[src/rtl/ps2_host_tx.sv]
// Host-to-device PS/2 command transmitter: inhibits the bus, sends start/8 data/odd parity/stop
// on device clock falls, then samples the device ACK and waits for both lines to be released.
`timescale 1ns/1ps
module ps2_host_tx #(
  parameter int INHIBIT_CYCLES = 2600,
  parameter int TIMEOUT_CYCLES = 50000,
  parameter int FILTER_LEN     = 4
) (
  input  logic       CLK_25MHZ,
  input  logic       RESET_N,
  input  logic       TX_VALID,
  input  logic [7:0] TX_DATA,
  output logic       TX_READY,
  input  logic       PS2_CLK_IN,
  input  logic       PS2_DATA_IN,
  output logic       PS2_CLK_OE,
  output logic       PS2_DATA_OE,
  output logic       BUSY,
  output logic       DONE,
  output logic       ERROR
);

  localparam int INH_W = $clog2(INHIBIT_CYCLES + 1);
  localparam int TO_W  = $clog2(TIMEOUT_CYCLES + 1);
  localparam int FLT_W = $clog2(FILTER_LEN + 1);

  typedef enum logic [2:0] {
    S_IDLE,
    S_INHIBIT,
    S_START,
    S_SEND,
    S_ACK_SAMPLE,
    S_RELEASE
  } state_t;

  state_t             state_q, state_d;
  logic [1:0]         clk_sync_q, clk_sync_d;
  logic [1:0]         data_sync_q, data_sync_d;
  logic               clk_filt_q, clk_filt_d;
  logic               data_filt_q, data_filt_d;
  logic [FLT_W-1:0]   clk_flt_cnt_q, clk_flt_cnt_d;
  logic [FLT_W-1:0]   data_flt_cnt_q, data_flt_cnt_d;
  logic               fall_q, fall_d;
  logic [INH_W-1:0]   inh_cnt_q, inh_cnt_d;
  logic [3:0]         bit_cnt_q, bit_cnt_d;
  logic [TO_W-1:0]    to_cnt_q, to_cnt_d;
  logic [8:0]         frame_q, frame_d;
  logic               nack_q, nack_d;
  logic               clk_oe_q, clk_oe_d;
  logic               data_oe_q, data_oe_d;
  logic               done_q, done_d;
  logic               error_q, error_d;
  logic               tx_ready;
  logic               timed_state;
  logic               timeout_hit;

  // Synchronizers and stability filters; idle bus level is high.
  always_comb begin
    clk_sync_d     = {clk_sync_q[0], PS2_CLK_IN};
    data_sync_d    = {data_sync_q[0], PS2_DATA_IN};
    clk_filt_d     = clk_filt_q;
    clk_flt_cnt_d  = '0;
    data_filt_d    = data_filt_q;
    data_flt_cnt_d = '0;
    if (clk_sync_q[1] != clk_filt_q) begin
      if (clk_flt_cnt_q == FLT_W'(FILTER_LEN - 1)) begin
        clk_filt_d = clk_sync_q[1];
      end else begin
        clk_flt_cnt_d = clk_flt_cnt_q + 1'b1;
      end
    end
    if (data_sync_q[1] != data_filt_q) begin
      if (data_flt_cnt_q == FLT_W'(FILTER_LEN - 1)) begin
        data_filt_d = data_sync_q[1];
      end else begin
        data_flt_cnt_d = data_flt_cnt_q + 1'b1;
      end
    end
    fall_d = clk_filt_q & ~clk_filt_d;
  end

  // The ready pulse cycle is excluded so TX_READY rises the cycle after DONE/ERROR.
  assign tx_ready    = (state_q == S_IDLE) && !done_q && !error_q;
  assign timed_state = (state_q == S_SEND) || (state_q == S_ACK_SAMPLE) || (state_q == S_RELEASE);
  assign timeout_hit = timed_state && !fall_q && (to_cnt_q == TO_W'(TIMEOUT_CYCLES - 1));

  always_comb begin
    state_d   = state_q;
    inh_cnt_d = inh_cnt_q;
    bit_cnt_d = bit_cnt_q;
    to_cnt_d  = to_cnt_q;
    frame_d   = frame_q;
    nack_d    = nack_q;
    clk_oe_d  = clk_oe_q;
    data_oe_d = data_oe_q;
    done_d    = 1'b0;
    error_d   = 1'b0;

    // A fall loads 1 so the counter equals cycles elapsed since that fall.
    if (timed_state) begin
      to_cnt_d = fall_q ? TO_W'(1) : to_cnt_q + 1'b1;
    end

    case (state_q)
      S_IDLE: begin
        clk_oe_d  = 1'b0;
        data_oe_d = 1'b0;
        if (TX_VALID && tx_ready) begin
          frame_d   = {~^TX_DATA, TX_DATA};
          inh_cnt_d = '0;
          clk_oe_d  = 1'b1;
          state_d   = S_INHIBIT;
        end
      end
      S_INHIBIT: begin
        if (inh_cnt_q == INH_W'(INHIBIT_CYCLES - 1)) begin
          data_oe_d = 1'b1;
          state_d   = S_START;
        end else begin
          inh_cnt_d = inh_cnt_q + 1'b1;
        end
      end
      S_START: begin
        clk_oe_d  = 1'b0;
        bit_cnt_d = '0;
        to_cnt_d  = '0;
        state_d   = S_SEND;
      end
      S_SEND: begin
        if (fall_q) begin
          bit_cnt_d = bit_cnt_q + 1'b1;
          if (bit_cnt_q < 4'd9) begin
            data_oe_d = ~frame_q[bit_cnt_q];
          end else if (bit_cnt_q == 4'd9) begin
            data_oe_d = 1'b0;
          end else begin
            state_d = S_ACK_SAMPLE;
          end
        end
      end
      S_ACK_SAMPLE: begin
        nack_d  = data_filt_q;
        state_d = S_RELEASE;
      end
      S_RELEASE: begin
        if (clk_filt_q && data_filt_q) begin
          done_d    = ~nack_q;
          error_d   = nack_q;
          clk_oe_d  = 1'b0;
          data_oe_d = 1'b0;
          state_d   = S_IDLE;
        end
      end
      default: state_d = S_IDLE;
    endcase

    if (timeout_hit) begin
      clk_oe_d  = 1'b0;
      data_oe_d = 1'b0;
      done_d    = 1'b0;
      error_d   = 1'b1;
      state_d   = S_IDLE;
    end
  end

  always_ff @(posedge CLK_25MHZ or negedge RESET_N) begin
    if (!RESET_N) begin
      state_q        <= S_IDLE;
      clk_sync_q     <= 2'b11;
      data_sync_q    <= 2'b11;
      clk_filt_q     <= 1'b1;
      data_filt_q    <= 1'b1;
      clk_flt_cnt_q  <= '0;
      data_flt_cnt_q <= '0;
      fall_q         <= 1'b0;
      inh_cnt_q      <= '0;
      bit_cnt_q      <= '0;
      to_cnt_q       <= '0;
      frame_q        <= '0;
      nack_q         <= 1'b0;
      clk_oe_q       <= 1'b0;
      data_oe_q      <= 1'b0;
      done_q         <= 1'b0;
      error_q        <= 1'b0;
    end else begin
      state_q        <= state_d;
      clk_sync_q     <= clk_sync_d;
      data_sync_q    <= data_sync_d;
      clk_filt_q     <= clk_filt_d;
      data_filt_q    <= data_filt_d;
      clk_flt_cnt_q  <= clk_flt_cnt_d;
      data_flt_cnt_q <= data_flt_cnt_d;
      fall_q         <= fall_d;
      inh_cnt_q      <= inh_cnt_d;
      bit_cnt_q      <= bit_cnt_d;
      to_cnt_q       <= to_cnt_d;
      frame_q        <= frame_d;
      nack_q         <= nack_d;
      clk_oe_q       <= clk_oe_d;
      data_oe_q      <= data_oe_d;
      done_q         <= done_d;
      error_q        <= error_d;
    end
  end

  assign TX_READY    = tx_ready;
  assign BUSY        = (state_q != S_IDLE);
  assign PS2_CLK_OE  = clk_oe_q;
  assign PS2_DATA_OE = data_oe_q;
  assign DONE        = done_q;
  assign ERROR       = error_q;

endmodule
[config.mk]
export PLATFORM = sky130hd
export DESIGN_NAME = ps2_host_tx
export DESIGN_NICKNAME = d
export VERILOG_FILES = /design/src/rtl/ps2_host_tx.sv
export SDC_FILE = /design/constraint.sdc
export NUM_CORES = 1
export LEC_CHECK = 0
export ABC_AREA = 1
export BUFFER_PORTS_ARGS = -buffer_cell sky130_fd_sc_hd__buf_2
export CAP_MARGIN = 10
export CORE_MARGIN = 5
export CORE_UTILIZATION = 55
export CTS_CLUSTER_DIAMETER = 80
export DETAILED_ROUTE_END_ITERATION = 10
export PLACE_DENSITY = 0.81
export SYNTH_ARGS = -nofsm -noshare
export SYNTH_HDL_FRONTEND = slang
export SYNTH_SLANG_ARGS = --single-unit
[constraint.sdc]
create_clock -name CLK_25MHZ -period 4.15 [get_ports CLK_25MHZ]
set_input_delay 0.2075 -clock CLK_25MHZ [delete_from_list [all_inputs] [get_ports CLK_25MHZ]]
set_output_delay 0.2075 -clock CLK_25MHZ [all_outputs]
set_load 0.02 [all_outputs]
Word-level counts from Yosys, hierarchy flattened
Cells that the tools add are included.
{ "word_totals": {"regBits": 62, "out_inout_bits": 6} }
{ "classes": {"mux": 40, "n_reduce_logical": 26, "bitwise_logic": 4, "n_eq_ne": 22, "order_cmp": 2, "n_addsub": 5} }
{ "ops": {"columns": ["op", "count"], "rows": [
  ["two-way mux 16 bit", 3],
  ["two-way mux 3 bit", 11],
  ["two-way mux 12 bit", 2],
  ["case mux 12 bit (2 select lines)", 1],
  ["case mux 3 bit (6 select lines)", 1],
  ["two-way mux 1 bit", 17],
  ["adder 16 x 1 -> 16 bit, second input constant", 1],
  ["== test 16 bit, second input constant", 1],
  ["adder 12 x 1 -> 12 bit, second input constant", 1],
  ["== test 12 bit, second input constant", 1],
  ["== test 3 x 2 -> 1 bit, second input constant", 4],
  ["inequality test 3 bit, second input constant", 4],
  ["case mux 4 bit (2 select lines)", 1],
  ["AND reduction 2 bit", 4],
  ["XNOR reduction 8 bit", 1],
  ["adder 3 x 1 -> 3 bit, second input constant", 2],
  ["== test 3 bit, second input constant", 2],
  ["logical AND 1 bit", 6],
  ["inequality test 3 x 2 -> 1 bit, second input constant", 2],
  ["AND reduction 6 bit", 1],
  ["nonzero test 2 bit", 3],
  ["less-than comparator 4 x 5 -> 1 bit, second input constant", 1],
  ["AND reduction 5 bit", 1],
  ["nonzero test 5 bit", 1],
  ["other kinds (20)", 27]
]} }

Longest topological paths before layout
Gate-level depths: netlist of the first run.
{ "depth": {"depth_word": 7, "ltp_mapped": 11, "ltp_nobuf": 10} }

Worst setup path before layout of the first run
Ideal clock, no wire load.
{ "synth_timing": {"path_type": "register to register", "start": "reg state_q[1]", "end": "reg inh_cnt_q[9]", "path_slack_ns": 2.591, "arrival_ns": 1.483, "setup_time_ns": 0.076, "path_stages_with_launch": 10, "path_cell_list": "dfrtp_1 > buf_6 > nor2_4 > nand2_4 > nor3_4 > nand2_2 > nand2_4 > buf_6 > nand4_1 > o21ai_1"} }
{ "synth_between": {"elab_chain_cells": 6, "elab_cells_between_ends": 10, "classes_between": "eq/ne (3); mux (1); reduce/logical (6)"} }
{ "synth_lines": {"columns": ["element", "line_no", "text"], "rows": [
  ["start: declaration", "36", "state_t state_q, state_d;"],
  ["start signal: assignment", "186", "state_q <= state_d;"],
  ["logical NOT 3 bit", "83", "assign tx_ready = (state_q == S_IDLE) && !done_q && !error_q;"],
  ["logical AND 1 bit (2 in a row)", "83", null],
  ["via TX_READY", "13", "output logic TX_READY,"],
  ["logical AND 1 bit", "108", "if (TX_VALID && tx_ready) begin"],
  ["inequality test 2 x 1 -> 1 bit (no source line)", null, null],
  ["AND reduction 3 bit (no source line)", null, null],
  ["end signal: assignment", "194", "inh_cnt_q <= inh_cnt_d;"],
  ["end: declaration", "44", "logic [INH_W-1:0] inh_cnt_q, inh_cnt_d;"]
]} }
The timed path passes the listed nets, and every way through them passes these cells.
A chain may end at the register's enable or synchronous reset.

Final worst setup path of the first run
{ "layout_timing": {"start": "reg state_q[1]", "end": "reg inh_cnt_q[10]"} }
{ "layout_between": {"elab_chain_cells": 6, "elab_cells_between_ends": 10, "classes_between": "eq/ne (3); mux (1); reduce/logical (6)"} }
{ "layout_lines": {"columns": ["element", "line_no"], "rows": [
  ["logical NOT 3 bit", "83, 104"],
  ["logical AND 1 bit (2 in a row)", "83"],
  ["logical AND 1 bit", "108"],
  ["inequality test 2 x 1 -> 1 bit (no source line)", null],
  ["AND reduction 3 bit (no source line)", null]
]} }
Parallel ways exist; a longest one is shown, timed or not.

==> results.toml, run 1 <==
[outcome]
status = "finished clean"

[die]
die_h_um = 90.3
io_pins = 19
start_util = 0.562
die_w_um = 90.3
dieArea_um2 = 8150
rows = 29
fp.coreArea_um2 = 6310

[power_and_ir_drop]
pwr_density_cell_nw_per_um2 = 655
p_leak_nw = 1.90
irDropWorstVdd_mv = 0.372

[sta]
relSlewSlack = 0.654
hold_viol_final = 0
tightestPinTransition_ns = 0.514
setup_viol = 0
clock_skew_ns = 0.0118
setup_tns_ns = 0
finalCriticalPeriod_ns = 1.79
fmaxAchievable_ghz = 0.559
drv_slew = 0
rsz0062_at_grt = "false"
post-route-period-util = 0.431

[detailed_routing]
drt-wirelength-per-cell_um = 13.7
drc = 0
firstDrtPassIters = 5
drtIter0Drc = 227
vias_per_cell = 5.47
drt_wl_total_mm = 7.80
vias = 3121
antenna_left = 0

[synthesis]
synth-async-reset-ratio = 1.00
syn_avg_cell_area_um2 = 7.71
synth_area_um2 = 3550
synth-edff-count = 0
ys_warn_count = 0
ys_seq_area_frac = 0.440
syn_nets = 480
synth_cell_types = 35
ys_ff_latch = 62
synth_cells = 460
synth_ff_type = "dfrtp_1"

[placement]
dpl.hpwl_mm = 5.56
dpl_cell_area_um2 = 3710
gp_congestion = 0.929
io_buffer_count = 18

[layout]
drive_gt1_frac = 0.126
synthToLayoutAreaGrowth_pct = 12.4
final_common_cell = "nand2_1"
seq_area_um2 = 1560
fill_cells = 553
antennaDiodeCount = 0
design_area_um2 = 3990
nets = 509
multi_input_comb_area_um2 = 1730
final_cell_mix = "129 x nand2_1, 56 x dfrtp_1, 54 x inv_1"

[grt]
grt_pass1_vias = 2988
grt_max_degree = 42
overflow = 0
grt_pass1_wl_mm = 13.5
track_usage = 0.200
antenna_found_initial = 0

[cts]
clock_sinks = 62
clockBufferDepth = 2
clockRootBuffer = "clkbuf_8"
clk_pin_slew_ns = 0.07
clkLatencyLatePin_ns = 0.35
htreeDepth = 3
cts-buffers-inserted = 9
cts_setup_buffers = 0
tritoncts = "built"

[critical_path]
worstPathRequired_ns = 4.37
end_kind = "register"
crit_path_max_fanout = 15
cp.arrival_ns = 2.01
start_kind = "register"
worstSetupPathType = "register to register"

[flow_run]
max_cap_viol_count = 0

[worst_hold_path]
hp-class = "primary input to register"
per-layer routing:
metal	wire [um]	global-route usage	share of wire	up-vias
met5	0	0	0	-
li1	-	-	-	1537
met2	3510	0.295	0.45	103
met3	473	0.0400	0.061	13
met4	106	0.0856	0.014	0
met1	3710	0.284	0.48	1468
report_power, final:
group,internal (mW),leakage (nW),switching (mW)
Clock,0.433,0.124,0.233
Sequential,0.768,0.808,0.169
Combinational,0.328,0.966,0.681
synthesized netlist by cell type, types with 10 or more instances:
master	instances	area [um^2]
a21oi_1	13	65.1
xor2_1	11	96.3
nor3_1	14	70.1
dfrtp_1	56	1400
nand3_1	33	165
inv_1	54	203
o21ai_0	17	85.1
nand4_1	10	62.6
o22ai_1	10	62.6
nand2_1	129	484
nor2_1	52	195
state kept, by name, indices dropped and copies added (netlist names):
register and cells:
PS2_CLK_OE 1, data_filt_q 1, clk_flt_cnt_q 3, clk_sync_q 2, PS2_DATA_OE 1, data_flt_cnt_q 3, fall_q 1, frame_q 9
data_sync_q 2, ERROR 1, bit_cnt_q 4, nack_q 1, clk_filt_q 1, DONE 1, state_q 3, inh_cnt_q 12
to_cnt_q 16
worst paths after layout:
kind                                                from  slack (ns)  depth (start not counted)                   endpoint
max in group asynchronous                        RESET_N        2.86                          3   data_sync_q[0]$_DFF_PN1_
min in group asynchronous                        RESET_N        0.37                          2   inh_cnt_q[4]$_DFFE_PN0P_
worst min register to register  data_sync_q[0]$_DFF_PN1_        0.36                          0   data_sync_q[1]$_DFF_PN1_
worst min-delay path                          TX_DATA[6]        0.08                          3     frame_q[6]$_DFFE_PN0P_
worst max-delay path              state_q[1]$_DFFE_PN0P_        2.36                          8  inh_cnt_q[10]$_DFFE_PN0P_
worst max register to register    state_q[1]$_DFFE_PN0P_        2.36                          8  inh_cnt_q[10]$_DFFE_PN0P_
critical path: stages (launching register included):
cell and delay (ns):
dfrtp_1 0.54, nor2_4 0.22, nand2_4 0.09, nor3_4 0.14, nand2_2 0.22, nand2_4 0.23, inv_1 0.08, nand2_1 0.06
o21ai_0 0.07
per-stage QoR:
stage          power (mW)  utilization  hold slack [ns]  setup WS (ns)  cells
2_1_floorplan        1.71            -          -0.0881           2.59    460
3_3_place_gp         1.89        0.587            0.213           2.48    552
3_5_place_dp         1.93        0.587            0.212           2.38    552
4_1_cts              2.60        0.631           0.0745           2.37    571
5_1_grt              2.80        0.631           0.0853           2.23    571
6_report             2.61        0.631           0.0800           2.36    571
kinds of logic after synthesis:
logic type | count (synthesis) | share of synthesized area
adder cells (fa/ha/maj) | 7 | 0.0247
AND/OR/NAND/NOR | 260 | 0.341
flip-flops | 62 | 0.440
AO/OA/AOI/OAI | 51 | 0.0794
XOR/XNOR | 18 | 0.0445
buffers and inverters | 62 | 0.0713
timing repair:
| item | in CTS | in global routing |
|---|---|---|
| hold endpoints to repair | 23 | 0 |
| gates resized for setup | 0 | 0 |
| hold buffers | 3 | 0 |
cell type report:
class / count / share of cell area
Timing Repair Buffer: 22 / 0.0320
Sequential cell: 62 / 0.391
Clock inverter: 3 / 0.0226
Clock buffer: 13 / 0.0399
Tap cell: 77 / 0.0242
Inverter: 58 / 0.0552
Multi-Input combinational cell: 336 / 0.435
Power figures use the tool's default switching activity.
==> run 2, diff against run 1 <==
PLACE_DENSITY = 0.84   (was 0.81)
clock period = 1.6 ns   (was 4.15 ns; I/O delays follow)
==> results.toml, run 2 (synthesis gave the netlist of run 1 again) <==
[outcome]
status = "finished clean"

[critical_path]
rrSetupSlack_ns = 0.08
worstPathRequired_ns = 1.81
worstSetupPathType = "register to register"
rr_worst_depth = 8
reg2reg_from = "state_q[2]$_DFFE_PN0P_"
start_kind = "register"
cp_common_cell = "nand2_4"
slowest_stage = "dfrtp_1"
end_kind = "register"
crit_path_max_fanout = 15
r2r-end = "inh_cnt_q[10]$_DFFE_PN0P_"
path_buf_inv = 2
crit_chain = "inv_4, nand2_4, nor2_4, nand2_4, nand2_8, inv_1, nand2_1, o21ai_0"
cp.arrival_ns = 1.73
critPathTopFamily = "simple AND/OR/NAND/NOR gates"
critPathMaxStageDelay_ns = 0.44

[sta]
clock_skew_ns = 0.0109
drv_slew = 0
whs_ns = 0.193
finalCriticalPeriod_ns = 1.52
tightestPinTransition_ns = 0.488
post-route-period-util = 0.948
hold_viol_final = 0
rsz0062_at_grt = "true"
relSlewSlack = 0.672
fmaxAchievable_ghz = 0.660
setup_viol = 0
setup_ws_ns = 0.0839

[detailed_routing]
vias = 3204
vias_per_cell = 5.46
firstDrtPassIters = 5
drtIter0Drc = 285
topRoutingLayerUsed = "met4"
route.met2.wl_mm = 3.92
drt-wirelength-per-cell_um = 14.0
drc = 0
wl_met3_um = 500
drt_wl_total_mm = 8.19
antenna_left = 0
wl_met1_mm = 3.65

[grt]
grt_max_degree = 63
grt_pass1_wl_mm = 14.0
antenna_found_initial = 0
track_usage = 0.210
overflow = 0
grt_pass1_vias = 3064

[placement]
dp_slack_ns = 0.0222
dpl.hpwl_mm = 5.82
dp.cells = 560
gp_congestion = 0.914
io_buffer_count = 18

[power_and_ir_drop]
p_leak_nw = 1.96
pwr_density_cell_nw_per_um2 = 1660
totalPowerFinal_mw = 6.94
irDropWorstVdd_mv = 1.32

[layout]
fill_cells = 495
top_regs = "to_cnt_q x16, inh_cnt_q x12, frame_q x9"
final_cells = 587
antennaDiodeCount = 0
regMostFlops = "to_cnt_q"
final_common_cell = "nand2_1"
nets = 525
drive_gt1_frac = 0.163
final_cell_mix = "129 x nand2_1, 53 x dfrtp_1, 53 x inv_1"
post-route-util = 0.663
largest_reg_flops = 16
synthToLayoutAreaGrowth_pct = 18.1

[worst_hold_path]
holdPathStages = 4
hp-start = "TX_VALID"
min_to = "inh_cnt_q[9]$_DFFE_PN0P_"
hp-class = "primary input to register"

[die]
io_pins = 19
die_w_um = 90.3
rows = 29
start_util = 0.562
die_h_um = 90.3
dieArea_um2 = 8150
fp.coreArea_um2 = 6310

[flow_run]
max_cap_viol_count = 0

[cts]
clockBufferDepth = 2
clk_pin_slew_ns = 0.07
clkLatencyLatePin_ns = 0.34
clock_sinks = 62
cts-buffers-inserted = 9
cts_setup_buffers = 0
clockRootBuffer = "clkbuf_8"
tritoncts = "built"
htreeDepth = 3
==> run 2: changes by cell type in the layout (fill, tap and decap cells not counted), moves of 3 or more <==
| cell | delta |
|---|---|
| dfrtp_2 | +3 |
| dfrtp_1 | -3 |
| buf_4 | +7 |
| dlygate4sd3_1 | +8 |
==> run 2: how the worst max path moves through the flow <==
stage / from / slack [ns] / depth (start not counted) / end
5_1_grt: state_q[1]$_DFFE_PN0P_ / -0.02 / 7 / inh_cnt_q[2]$_DFFE_PN0P_
2_1_floorplan: state_q[1]$_DFFE_PN0P_ / 0.04 / 9 / inh_cnt_q[9]$_DFFE_PN0P_
4_1_cts: state_q[2]$_DFFE_PN0P_ / 0.003 / 8 / inh_cnt_q[10]$_DFFE_PN0P_
3_5_place_dp: state_q[2]$_DFFE_PN0P_ / 0.02 / 8 / inh_cnt_q[10]$_DFFE_PN0P_
6_report: state_q[2]$_DFFE_PN0P_ / 0.08 / 8 / inh_cnt_q[10]$_DFFE_PN0P_
3_3_place_gp: state_q[2]$_DFFE_PN0P_ / 0.07 / 8 / inh_cnt_q[10]$_DFFE_PN0P_
==> run 2: final cells by class <==
cell class,instances,area [um^2],share of cell area
multi-input cells,336,1800,0.431
flip-flops and latches,62,1560,0.373
repair buffers,38,280,0.0669
inverters,58,223,0.0532
clock buffers,10,138,0.0329
well taps,77,96.3,0.0230
clock inverters,6,85.1,0.0203
==> run 2: report_power, final <==
part	internal, mW	switching, mW	total (mW)	leakage, nW
registers	2.00	0.400	2.40	0.804
logic	1.03	1.96	2.99	1.05
clock network	0.914	0.644	1.56	0.108
==> run 2: worst register-to-register path, cell delays in order (launching register included) <==
cell and delay (ns):
dfrtp_1 0.44, inv_4 0.13, nand2_4 0.10, nor2_4 0.22
nand2_4 0.14, nand2_8 0.14, inv_1 0.07, nand2_1 0.06
o21ai_0 0.08
==> run 2: per-stage QoR <==
stage | cell area (um^2) | TNS [ns]
2_1_floorplan | 3550 | 0
4_1_cts | 4110 | 0
3_3_place_gp | 3780 | 0
5_1_grt | 4190 | -0.0698
3_5_place_dp | 3780 | 0
6_report | 4190 | 0
==> run 2: metal layers <==
| metal | up-vias | global-route usage |
|---|---|---|
| li1 | 1573 | - |
| met2 | 117 | 0.329 |
| met3 | 14 | 0.0525 |
| met4 | 0 | 0.0744 |
| met1 | 1500 | 0.283 |
| met5 | - | 0 |
==> run 2: repair_timing <==
item	CTS	global route
setup endpoints to repair	1	21
hold buffers	11	0
hold endpoints to repair	66	0
resized for setup	0	20
pin swaps	1	3
